## src/rtl/host_run_ctrl.sv

```systemverilog
// rtl/host_run_ctrl.sv - initiator side of the processor Start/Ack handshake
// Runs NUM_PROGS programs per batch and reports cycle count and timeout for each run.
`timescale 1ns/1ps
module host_run_ctrl #(
   parameter int              NUM_PROGS = 3,
   parameter int              START_LEN = 2,
   parameter int              CW        = 16,
   parameter logic [CW-1:0]   TIMEOUT   = CW'(4000)
) (
   input  logic          Clk,
   input  logic          Reset,
   input  logic          Go,
   input  logic          Ack,
   output logic          Start,
   output logic          Busy,
   output logic          RunDone,
   output logic          TimedOut,
   output logic [CW-1:0] CycleCt,
   output logic [7:0]    ProgIdx,
   output logic          BatchDone
);

   localparam logic [2:0] S_IDLE     = 3'd0;
   localparam logic [2:0] S_START    = 3'd1;
   localparam logic [2:0] S_WAIT_LOW = 3'd2;
   localparam logic [2:0] S_RUN      = 3'd3;
   localparam logic [2:0] S_REPORT   = 3'd4;

   logic [2:0]    state;
   logic [CW-1:0] cnt;
   logic [CW-1:0] cnt_inc;

   // Saturating increment so a runaway run can never wrap back under TIMEOUT.
   assign cnt_inc = (cnt == {CW{1'b1}}) ? cnt : cnt + 1'b1;
   assign Busy    = (state != S_IDLE);

   always_ff @(posedge Clk) begin
      if (Reset) begin
         state     <= S_IDLE;
         cnt       <= '0;
         Start     <= 1'b0;
         RunDone   <= 1'b0;
         TimedOut  <= 1'b0;
         CycleCt   <= '0;
         ProgIdx   <= '0;
         BatchDone <= 1'b0;
      end else begin
         RunDone <= 1'b0;
         case (state)
            S_IDLE: begin
               if (Go) begin
                  state     <= S_START;
                  ProgIdx   <= '0;
                  BatchDone <= 1'b0;
                  cnt       <= '0;
                  Start     <= 1'b1;
               end
            end
            S_START: begin
               if (cnt == CW'(START_LEN - 1)) begin
                  state <= S_WAIT_LOW;
                  Start <= 1'b0;
                  cnt   <= '0;
               end else begin
                  cnt <= cnt_inc;
               end
            end
            S_WAIT_LOW: begin
               // Ack still high here belongs to the previous program; wait for it to drop.
               if (!Ack) begin
                  state <= S_RUN;
                  cnt   <= '0;
               end else if (cnt_inc == TIMEOUT) begin
                  state    <= S_REPORT;
                  RunDone  <= 1'b1;
                  TimedOut <= 1'b1;
                  CycleCt  <= TIMEOUT;
               end else begin
                  cnt <= cnt_inc;
               end
            end
            S_RUN: begin
               if (Ack) begin
                  state    <= S_REPORT;
                  RunDone  <= 1'b1;
                  TimedOut <= 1'b0;
                  CycleCt  <= cnt_inc;
               end else if (cnt_inc == TIMEOUT) begin
                  state    <= S_REPORT;
                  RunDone  <= 1'b1;
                  TimedOut <= 1'b1;
                  CycleCt  <= TIMEOUT;
               end else begin
                  cnt <= cnt_inc;
               end
            end
            S_REPORT: begin
               if (ProgIdx == 8'(NUM_PROGS - 1)) begin
                  BatchDone <= 1'b1;
                  state     <= S_IDLE;
               end else begin
                  ProgIdx <= ProgIdx + 8'd1;
                  state   <= S_START;
                  cnt     <= '0;
                  Start   <= 1'b1;
               end
            end
            default: state <= S_IDLE;
         endcase
      end
   end

endmodule
```

## config.mk

```make
export PLATFORM = sky130hd
export DESIGN_NAME = host_run_ctrl
export DESIGN_NICKNAME = d
export VERILOG_FILES = /design/src/rtl/host_run_ctrl.sv
export SDC_FILE = /design/constraint.sdc
export NUM_CORES = 1
export LEC_CHECK = 0
export ABC_AREA = 1
export CAP_MARGIN = 10
export CORE_MARGIN = 2
export CORE_UTILIZATION = 60
export CTS_CLUSTER_DIAMETER = 150
export DETAILED_ROUTE_END_ITERATION = 6
export PLACE_DENSITY = 0.84
export RECOVER_POWER = 50
export SYNTH_ARGS = -nofsm -noshare
export SYNTH_HDL_FRONTEND = slang
export SYNTH_SLANG_ARGS = --single-unit
export TNS_END_PERCENT = 30
```

## constraint.sdc

```tcl
create_clock -name Clk -period 6.4 [get_ports Clk]
set_input_delay 0.96 -clock Clk [delete_from_list [all_inputs] [get_ports Clk]]
set_output_delay 0.96 -clock Clk [all_outputs]
set_load 0.05 [all_outputs]
```

==> results of run 1 <==
## metrics by stage
step,total power [uW],instance area [um^2],cells
CTS,736,3160,516
floorplan,500,2740,434
global placement,541,3070,508
global route,762,3150,516
finish,734,3150,516
detailed placement,548,3070,508
## critical path, stage by stage
cell and delay, ps:
dlygate4sd3_1 590, nand2_1 520, nand2_1 150, nor3_1 160, buf_4 250, nand4_1 130, nand2_1 340, nand2_1 100
a21oi_1 150
## cell families (layout without fill, tap and decap cells)
kind of cell             Yosys count  in the layout  synth area share [%]
AO/OA/AOI/OAI                     68             68                  13.1
adder cells (fa/ha/maj)            4              4                  1.83
AND/OR/NAND/NOR                  239            239                  39.5
flip-flops                        47             47                  34.3
buffers and inverters             76            106                  11.3
## path summary, 6_finish.rpt
| path | start | to | slack (ps) | cells past startpoint |
|---|---|---|---|---|
| setup / recovery | Ack | cnt[5]$_SDFFE_PP0P_ | 3280 | 9 |
| hold / removal | TimedOut$_SDFFE_PP0P_ | TimedOut$_SDFFE_PP0P_ | 470 | 2 |
| setup reg to reg | cnt[0]$_SDFFE_PP0P_ | cnt[3]$_SDFFE_PP0P_ | 3380 | 13 |
| hold reg to reg | TimedOut$_SDFFE_PP0P_ | TimedOut$_SDFFE_PP0P_ | 470 | 2 |
## sequential cells by signal, summed over array words and instances, names as in the netlist
signal	flops
CycleCt	16
cnt	16
ProgIdx	8
state	3
BatchDone	1
RunDone	1
Start	1
TimedOut	1
## Yosys cell counts, types with 2 or more instances
master and instances:
a21oi_1 39, a31oi_1 2, buf_2 2, buf_6 3, clkbuf_1 6, dfxtp_1 47
ha_1 4, inv_1 57, inv_2 7, nand2_1 108, nand2_2 6, nand3_1 47
nand4_1 12, nor2_1 38, nor2_2 5, nor3_1 10, nor3b_1 2, nor4_1 4
o21ai_0 20, o21bai_1 6
## where the power goes
| part | internal, uW | switching [uW] | total [uW] |
|---|---|---|---|
| sequential | 305 | 11.3 | 316 |
| combinational | 57.1 | 166 | 223 |
| clock | 81.0 | 113 | 194 |
| total | 443 | 290 | 734 |
## cell type report
cell class	count	share of cell area, %
inverter	65	7.74
sequential	47	29.9
tap	52	2.06
multi-input combinational	311	46.9
timing repair buffer	33	10.4
clock buffer	5	2.18
clock inverter	3	0.873
## routing by layer
layer / up-vias / share of wire, % / track usage (%)
met5: - / 0 / 0
met4: 0 / 1.4 / 7.34
met3: 11 / 7.3 / 4.36
met2: 113 / 46 / 44.4
met1: 1348 / 45 / 42.1
li1: 1467 / - / -
==> metrics.md, run 1 <==
| Metric | Value |
|---|---|
| Worst Hold Class | flip-flop to flip-flop |
| Final WS setup | 3280 ps |
| Main flop type after synthesis | dfxtp_1 |
| Syn Area/Cell | 6.32 um^2 |
| Syn_nets | 442 |
| Max VDD drop | 191 uV |
| Standard-cell rows | 24 |
| First drt pass iteration count | 5 |
| Commonest non-fill, non-tap cell in the layout | nand2_1 |
| Total gr overflow | 0 |
| Unrepaired setup endpoints after global routing | false |
| Core footprint | 0.00438 mm^2 |
| Sequential area share after synthesis | 34.3% |
| Leak | 0.00141 uW |
| Async SR Flop Fraction | 0% |
| I/O Pins | 33 |
| GPL Wtd Cong | 1.04 |
| Max Cap Viol | 0 |
| Die Y | 71.6 um |
| Clock Sink Count | 47 |
| Total GRT Usage | 28.7% |
| Area of the multi-input gates | 0.00148 mm^2 |
| Fin Clk Skew | 11.6 ps |
| Post-synth top area cell | dfxtp_1 |
| Die area | 0.00513 mm^2 |
| Commonest non-fill, non-tap cells in the layout | nand2_1, inv_1, dfxtp_1, nand3_1, a21oi_1 |
| Final setup vio count | 0 |
| Yosys top cell area share | 34.3% |
| Clock Path Buffers | 2 |
| Number of hold buffers added after cts | 0 |
| Routed vias | 2939 |
| Type of the worst setup path | input pin to flip-flop |
| Outcome | finished clean |
| CP Max Fanout | 22 |
| Vias in the first global route | 2519 |
| CP Capture Type | flip-flop |
| Synth Cell Area | 0.00274 mm^2 |
| Least-Margin Pin Slew | 1210 ps |
| PortBufs | 32 |
| Max Fclk | 320 MHz |
| Final period utilization | 48.8% |
| CTS Buf Count | 5 |
| Syn Inst Count | 434 |
| Synth area leaders | dfxtp_1, nand2_1, nand3_1 |
| Initial antenna violation count | 0 |
| Arrival @ worst endpoint | 3350 ps |
| Resize count post-CTS | 0 |
| EDFF count, synth | 0 |
| Unique cell type count in the Yosys netlist | 29 |
| First-pass GRT wire length | 11800 um |
| DP Worst Slack | 3070 ps |
| Largest net degree at the start of global routing | 33 |
| Ant diodes | 0 |
| Dpl hpwl | 5380 um |
| Starting DRT DRC Count | 247 |
| Setup repair bufs after CTS | 0 |
| Final Hold Fails | 0 |
| TNS Setup | 0 ps |
| Startpoint types | input pin |
| Fillcell total | 396 |
| Register area | 941 um^2 |
| CTS tree | yes |
| Die width | 71.6 um |
| Synth Warn # | 0 |
| Hold WS | 469 ps |
| Pins over their slew limit | 0 |
| Critical path data required time | 6620 ps |
| PD cells | 233 mW/mm^2 |
| Area Overhead vs Synth | 15.0% |
| Clk pin slew, worst setup/hold paths | 100 ps |
| Vias per cell | 5.70 |
| Flops & latches, synth | 47 |
| Final nets | 471 |
| Ratio of cells with drive above 1 in the final layout | 6.25% |
| Routed wire length | 7070 um |
| Final core utilization | 71.9% |
| Clock Root Buffer | clkbuf_8 |
| Slew Limit Headroom | 19.2% |
| DR WL/cell | 13.7 um |
| Clock Latency Late Sink | 310 ps |
| Initial Utilization | 62.5% |
| H-tree depth reported by CTS | 2 |
| Final min period | 3120 ps |
| Final ANT Viol Nets | 0 |
| Post-route DRC | 0 |
Note: power is estimated with default switching activity, not from simulation.
==> inputs of run 2 (changes only) <==
CORE_UTILIZATION = 50   (was 60)
PLACE_DENSITY = 0.75   (was 0.84)
clock period = 2.8 ns   (was 6.4 ns; I/O delays follow)
==> run 2 against run 1 <==
  * Clock power grew to 2.5 times the previous value
  * Final cell count is 4.8% higher
  * Largest power group unchanged
  * Global-route usage is 2.9 points lower
  * Critical endpoint is now Busy
  * Clock-buffer cell count stayed put
  * Clock skew is 2.2 ps lower
  * Core utilization is 9.2 points lower
  * Sequential share of layout area is 0.96 points lower
==> metrics.md, run 2 (synthesis results as in run 1) <==
| Metric | Value |
|---|---|
| GR peak layer | met2 |
| GR Util met3 | 4.25% |
| Grt met2 use | 42.6% |
| GPL Wtd Cong | 0.987 |
| Unrepaired setup endpoints after global routing | false |
| Outcome | finished clean |
| H-tree depth reported by CTS | 2 |
| First-pass GRT wire length | 12700 um |
| Post-route DRC | 0 |
| DR WL/cell | 14.1 um |
| Clock Root Buffer | clkbuf_8 |
| Commonest non-fill, non-tap cells in the layout | nand2_1, inv_1, nand3_1 |
| Arrival @ worst endpoint | 2070 ps |
| Type of the worst setup path | flip-flop to output port |
| Hold WS | 458 ps |
| Final ANT Viol Nets | 0 |
| Worst Hold Class | flip-flop to flip-flop |
| Reg2reg setup slack | 320 ps |
| Number of hold buffers added after cts | 0 |
| Leak | 0.00145 uW |
| Clock power share | 28.2% |
| Final setup vio count | 0 |
| First drt pass iteration count | 5 |
| Die width | 78.0 um |
| Met1 Use GR | 35.9% |
| Slew Limit Headroom | 57.0% |
| Standard-cell rows | 26 |
| CTS tree | yes |
| Clock Latency Late Sink | 300 ps |
| Ant diodes | 0 |
| Non-filler cells in the finished layout | 541 |
| Dpl hpwl | 5740 um |
| CP Max Fanout | 4 |
| P_int | 1100 uW |
| Critical path data required time | 2380 ps |
| TNS Setup | 0 ps |
| Final core utilization | 62.6% |
| Clock Sink Count | 47 |
| Sw frac | 37.0% |
| Max Fclk | 401 MHz |
| Reg power frac | 41.5% |
| Largest net degree at the start of global routing | 32 |
| PD cells | 536 mW/mm^2 |
| Vias in the first global route | 2671 |
| Total power | 1750 uW |
| Max VDD drop | 330 uV |
| Net Switching | 646 uW |
| Commonest non-fill, non-tap cell in the layout | nand2_1 |
| Final Hold Fails | 0 |
| Initial Utilization | 52.7% |
| Die area | 0.00609 mm^2 |
| Total gr overflow | 0 |
| Initial antenna violation count | 0 |
| Routed wire length | 7610 um |
| Routed vias | 2986 |
| Starting DRT DRC Count | 231 |
| Fin Clk Skew | 9.39 ps |
| Ratio of cells with drive above 1 in the final layout | 8.28% |
| Dpl cells | 532 |
| I/O Pins | 33 |
| Pins over their slew limit | 0 |
| Largest regs | CycleCt: 16 flops, cnt: 16 flops, ProgIdx: 8 flops |
| Vias per cell | 5.52 |
| Max Cap Viol | 0 |
| Final period utilization | 89.1% |
| PortBufs | 32 |
| Final min period | 2490 ps |
| Total GRT Usage | 25.8% |
| CTS Buf Count | 5 |
| Die Y | 78.0 um |
| Core footprint | 0.00520 mm^2 |
| Clock Path Buffers | 2 |
| Area Overhead vs Synth | 18.9% |
| Startpoint types | flip-flop |
| Clk pin slew, worst setup/hold paths | 90 ps |
| Least-Margin Pin Slew | 638 ps |
| Combinational power share | 30.3% |
| CP Capture Type | output port |
| Final nets | 479 |
run 2: changes by cell type in the layout (fill, tap and decap cells not counted), moves of 2 or more:
cell,change
dlygate4sd3_1,-2
clkdlybuf4s50_1,+2
nand2_1,-4
nand2_2,+3
inv_2,-2
buf_4,+8
run 2: final cells by class:
| class | count | area, um^2 |
|---|---|---|
| Fill cell | 523 | 1940 |
| Multi-Input combinational cell | 311 | 1490 |
| Sequential cell | 47 | 942 |
| Timing Repair Buffer | 41 | 388 |
| Inverter | 65 | 244 |
| Tap cell | 70 | 87.6 |
| Clock buffer | 5 | 68.8 |
| Clock inverter | 2 | 37.5 |
run 2: metal layers:
metal  share of wire [%]  up-vias  routed length (um)
met5                   0        -                   0
met4                 1.3        0                  99
met3                 7.2       15                 551
met2                  47      131                3590
met1                  44     1354                3380
li1                    -     1486                   -
run 2: critical path, stage by stage, from the launching register on:
cell and delay (ps):
dfxtp_1 350, nor2_1 240, clkinv_1 180, nor2_1 210, inv_1 90, clkdlybuf4s50_1 710
run 2: through the flow:
step / instance area [um^2] / setup WS [ps]
after global placement: 3140 / 151
final: 3260 / 306
after CTS: 3240 / 170
after global routing: 3260 / 27.8
after detailed placement: 3140 / 161
after floorplan: 2740 / 450
run 2: repair_timing:
item,in CTS,in global routing
setup buffers,0,2
endpoints found under the setup margin,0,32
resized for setup,0,2
run 2: worst paths after layout:
path | start | to | depth (start not counted)
hold reg to reg | TimedOut$_SDFFE_PP0P_ | TimedOut$_SDFFE_PP0P_ | 2
setup reg to reg | cnt[0]$_SDFFE_PP0P_ | CycleCt[12]$_SDFFE_PP0P_ | 13
setup / recovery | state[0]$_SDFFE_PP0P_ | Busy | 5
hold / removal | TimedOut$_SDFFE_PP0P_ | TimedOut$_SDFFE_PP0P_ | 2
run 2: power by group through the flow:
stage	Sequential (uW)	Combinational, uW	Clock (uW)
global route	730	585	526
floorplan	785	359	0
global placement	738	527	0
CTS	724	532	498
detailed placement	740	530	0
finish	725	530	492
==> inputs of run 3 (changes only) <==
CORE_UTILIZATION = 56   (was 50)
CTS_CLUSTER_DIAMETER = default   (was 150)
PLACE_DENSITY = 0.79   (was 0.75)
clock period = 2.7 ns   (was 2.8 ns; I/O delays follow)
==> run 3 against run 2 <==
  * Clock power increased by 23%
  * Global-route usage increased by 3.3 points
  * Combinational power increased by 6.0%
  * Critical path type is now flip-flop to flip-flop
  * Highest routed layer unchanged
==> metrics.md, run 3 (synthesis results as in run 1) <==
| Metric | Value |
|---|---|
| Outcome | finished clean |
| TNS Setup | 0 ps |
| Arrival @ worst endpoint | 2730 ps |
| Non-filler cells in the finished layout | 537 |
| Total GRT Usage | 29.1% |
| Number of hold buffers added after cts | 0 |
| Register area | 942 um^2 |
| Unrepaired setup endpoints after global routing | false |
| Reg2reg setup slack | 220 ps |
| Hold_sp | TimedOut$_SDFFE_PP0P_ |
| Resize count post-CTS | 0 |
| CP most frequent cell | nand2_1 |
| Clock Sink Count | 47 |
| CP Capture Type | flip-flop |
| Area Overhead vs Synth | 19.4% |
| CTS Buf Count | 5 |
| Largest regs | CycleCt: 16 flops, cnt: 16 flops, ProgIdx: 8 flops |
| Setup repair bufs after CTS | 0 |
| Final Hold Fails | 0 |
| Max Cap Viol | 0 |
| Critical path data required time | 2950 ps |
| Dpl cells | 529 |
| Die width | 74.0 um |
| Type of the worst setup path | flip-flop to flip-flop |
| CP Cell Sequence | ha_1 > nand3_1 > nor2_1 > nand2_2 > nand2_1 > nor4_1 > nand4_1 > buf_4 > nand2_1 > o21bai_1 > inv_1 |
| Post-route DRC | 0 |
| Worst Hold End | TimedOut$_SDFFE_PP0P_ |
| Final period utilization | 91.9% |
| Clock Latency Late Sink | 310 ps |
| Final core utilization | 69.3% |
| Ratio of cells with drive above 1 in the final layout | 8.09% |
| Standard-cell rows | 25 |
| Initial antenna violation count | 0 |
| PortBufs | 32 |
| Clock Path Buffers | 2 |
| Final min period | 2480 ps |
| Slew Limit Headroom | 52.8% |
| Vias per cell | 5.45 |
| DR WL/cell | 14.2 um |
| First-pass GRT wire length | 12200 um |
| CP max stage delay | 440 ps |
| Commonest non-fill, non-tap cells in the layout | nand2_1, inv_1, dfxtp_1, nand3_1, a21oi_1 |
| Max Fclk | 403 MHz |
| Area of the multi-input gates | 0.00150 mm^2 |
| Placed instance area | 0.00313 mm^2 |
| Core footprint | 0.00472 mm^2 |
| R2r startpoint | cnt[0]$_SDFFE_PP0P_ |
| Crit. Startpoint | cnt[0]$_SDFFE_PP0P_ |
| Leak | 0.00147 uW |
| DP Worst Slack | 199 ps |
| Commonest non-fill, non-tap cell in the layout | nand2_1 |
| Worst Hold Class | flip-flop to flip-flop |
| Startpoint types | flip-flop |
| Routed vias | 2924 |
| Final ANT Viol Nets | 0 |
| CTS tree | yes |
| I/O Pins | 33 |
| CP max-delay cell | nor4_1 |
| Initial Utilization | 58.0% |
| H-tree depth reported by CTS | 2 |
| Dpl hpwl | 5800 um |
| Max VDD drop | 305 uV |
| PD cells | 586 mW/mm^2 |
| Clock Root Buffer | clkbuf_8 |
| Starting DRT DRC Count | 190 |
| Least-Margin Pin Slew | 701 ps |
| Final setup vio count | 0 |
| Reg2reg end | CycleCt[7]$_SDFFE_PP0P_ |
| Vias in the first global route | 2599 |
| Fin Clk Skew | 7.34 ps |
| Hold path depth | 2 |
| Fillcell total | 443 |
| Total gr overflow | 0 |
| R2R cell count | 11 |
| Die area | 0.00547 mm^2 |
| Pins over their slew limit | 0 |
| Finished Cell Area | 0.00327 mm^2 |
| Final WS setup | 219 ps |
| Ant diodes | 0 |
| Die Y | 74.0 um |
| Largest net degree at the start of global routing | 32 |
| First drt pass iteration count | 5 |
| Clk pin slew, worst setup/hold paths | 90 ps |
| Routed wire length | 7640 um |
| Final nets | 477 |
| CP Max Fanout | 15 |
| GPL Wtd Cong | 1.00 |
## run 3: cell count changes in the layout (fill, tap and decap cells not counted)
cell        delta
buf_4          -2
bufinv_16      +1
clkbuf_1       +1
clkinvlp_4     -1
nand3_1        -1
nand3_2        +1
## run 3: worst max-delay path: cells and delay by family, from the launching register on
kind                       cells  cell delay [ps]
and+or+nand+nor                7             1460
buffers and inverters          2              270
AOI/OAI and AO/OA              1               90
DFF                            1              370
adders and majority gates      1              250
## run 3: per-layer routing
| layer | vias up | wire length, um | track usage, % | part of all wire [%] |
|---|---|---|---|---|
| met2 | 93 | 3650 | 49.0 | 48 |
| li1 | 1479 | - | - | - |
| met1 | 1334 | 3340 | 37.2 | 44 |
| met4 | 0 | 186 | 11.3 | 2.4 |
| met5 | - | 0 | 0 | 0 |
| met3 | 18 | 465 | 5.01 | 6.1 |
## run 3: area by class of cell
class	instances	area share (%)
Multi-Input combinational cell	311	45.8
Sequential cell	47	28.8
Timing Repair Buffer	39	11.4
Inverter	65	7.45
Tap cell	67	2.56
Clock buffer	6	2.22
Clock inverter	2	1.83
## run 3: report_power, final
group	leakage [uW]	switching (uW)	total (uW)	internal, uW
sequential	0.000380	25.8	749	723
combinational	0.00102	414	562	148
clock	0.0000654	237	607	370
total	0.00147	677	1920	1240
## run 3: per-stage QoR
step | hold slack (ps) | total power [uW]
finish | 446 | 1920
global route | 466 | 2010
CTS | 457 | 1920
detailed placement | 446 | 1320
global placement | 439 | 1330
floorplan | 469 | 1190
## run 3: worst max-delay path by stage
stage,endpoint
2_1_floorplan,cnt[0]$_SDFFE_PP0P_
3_3_place_gp,cnt[7]$_SDFFE_PP0P_
5_1_grt,cnt[5]$_SDFFE_PP0P_
4_1_cts,CycleCt[7]$_SDFFE_PP0P_
3_5_place_dp,CycleCt[9]$_SDFFE_PP0P_
6_report,CycleCt[7]$_SDFFE_PP0P_
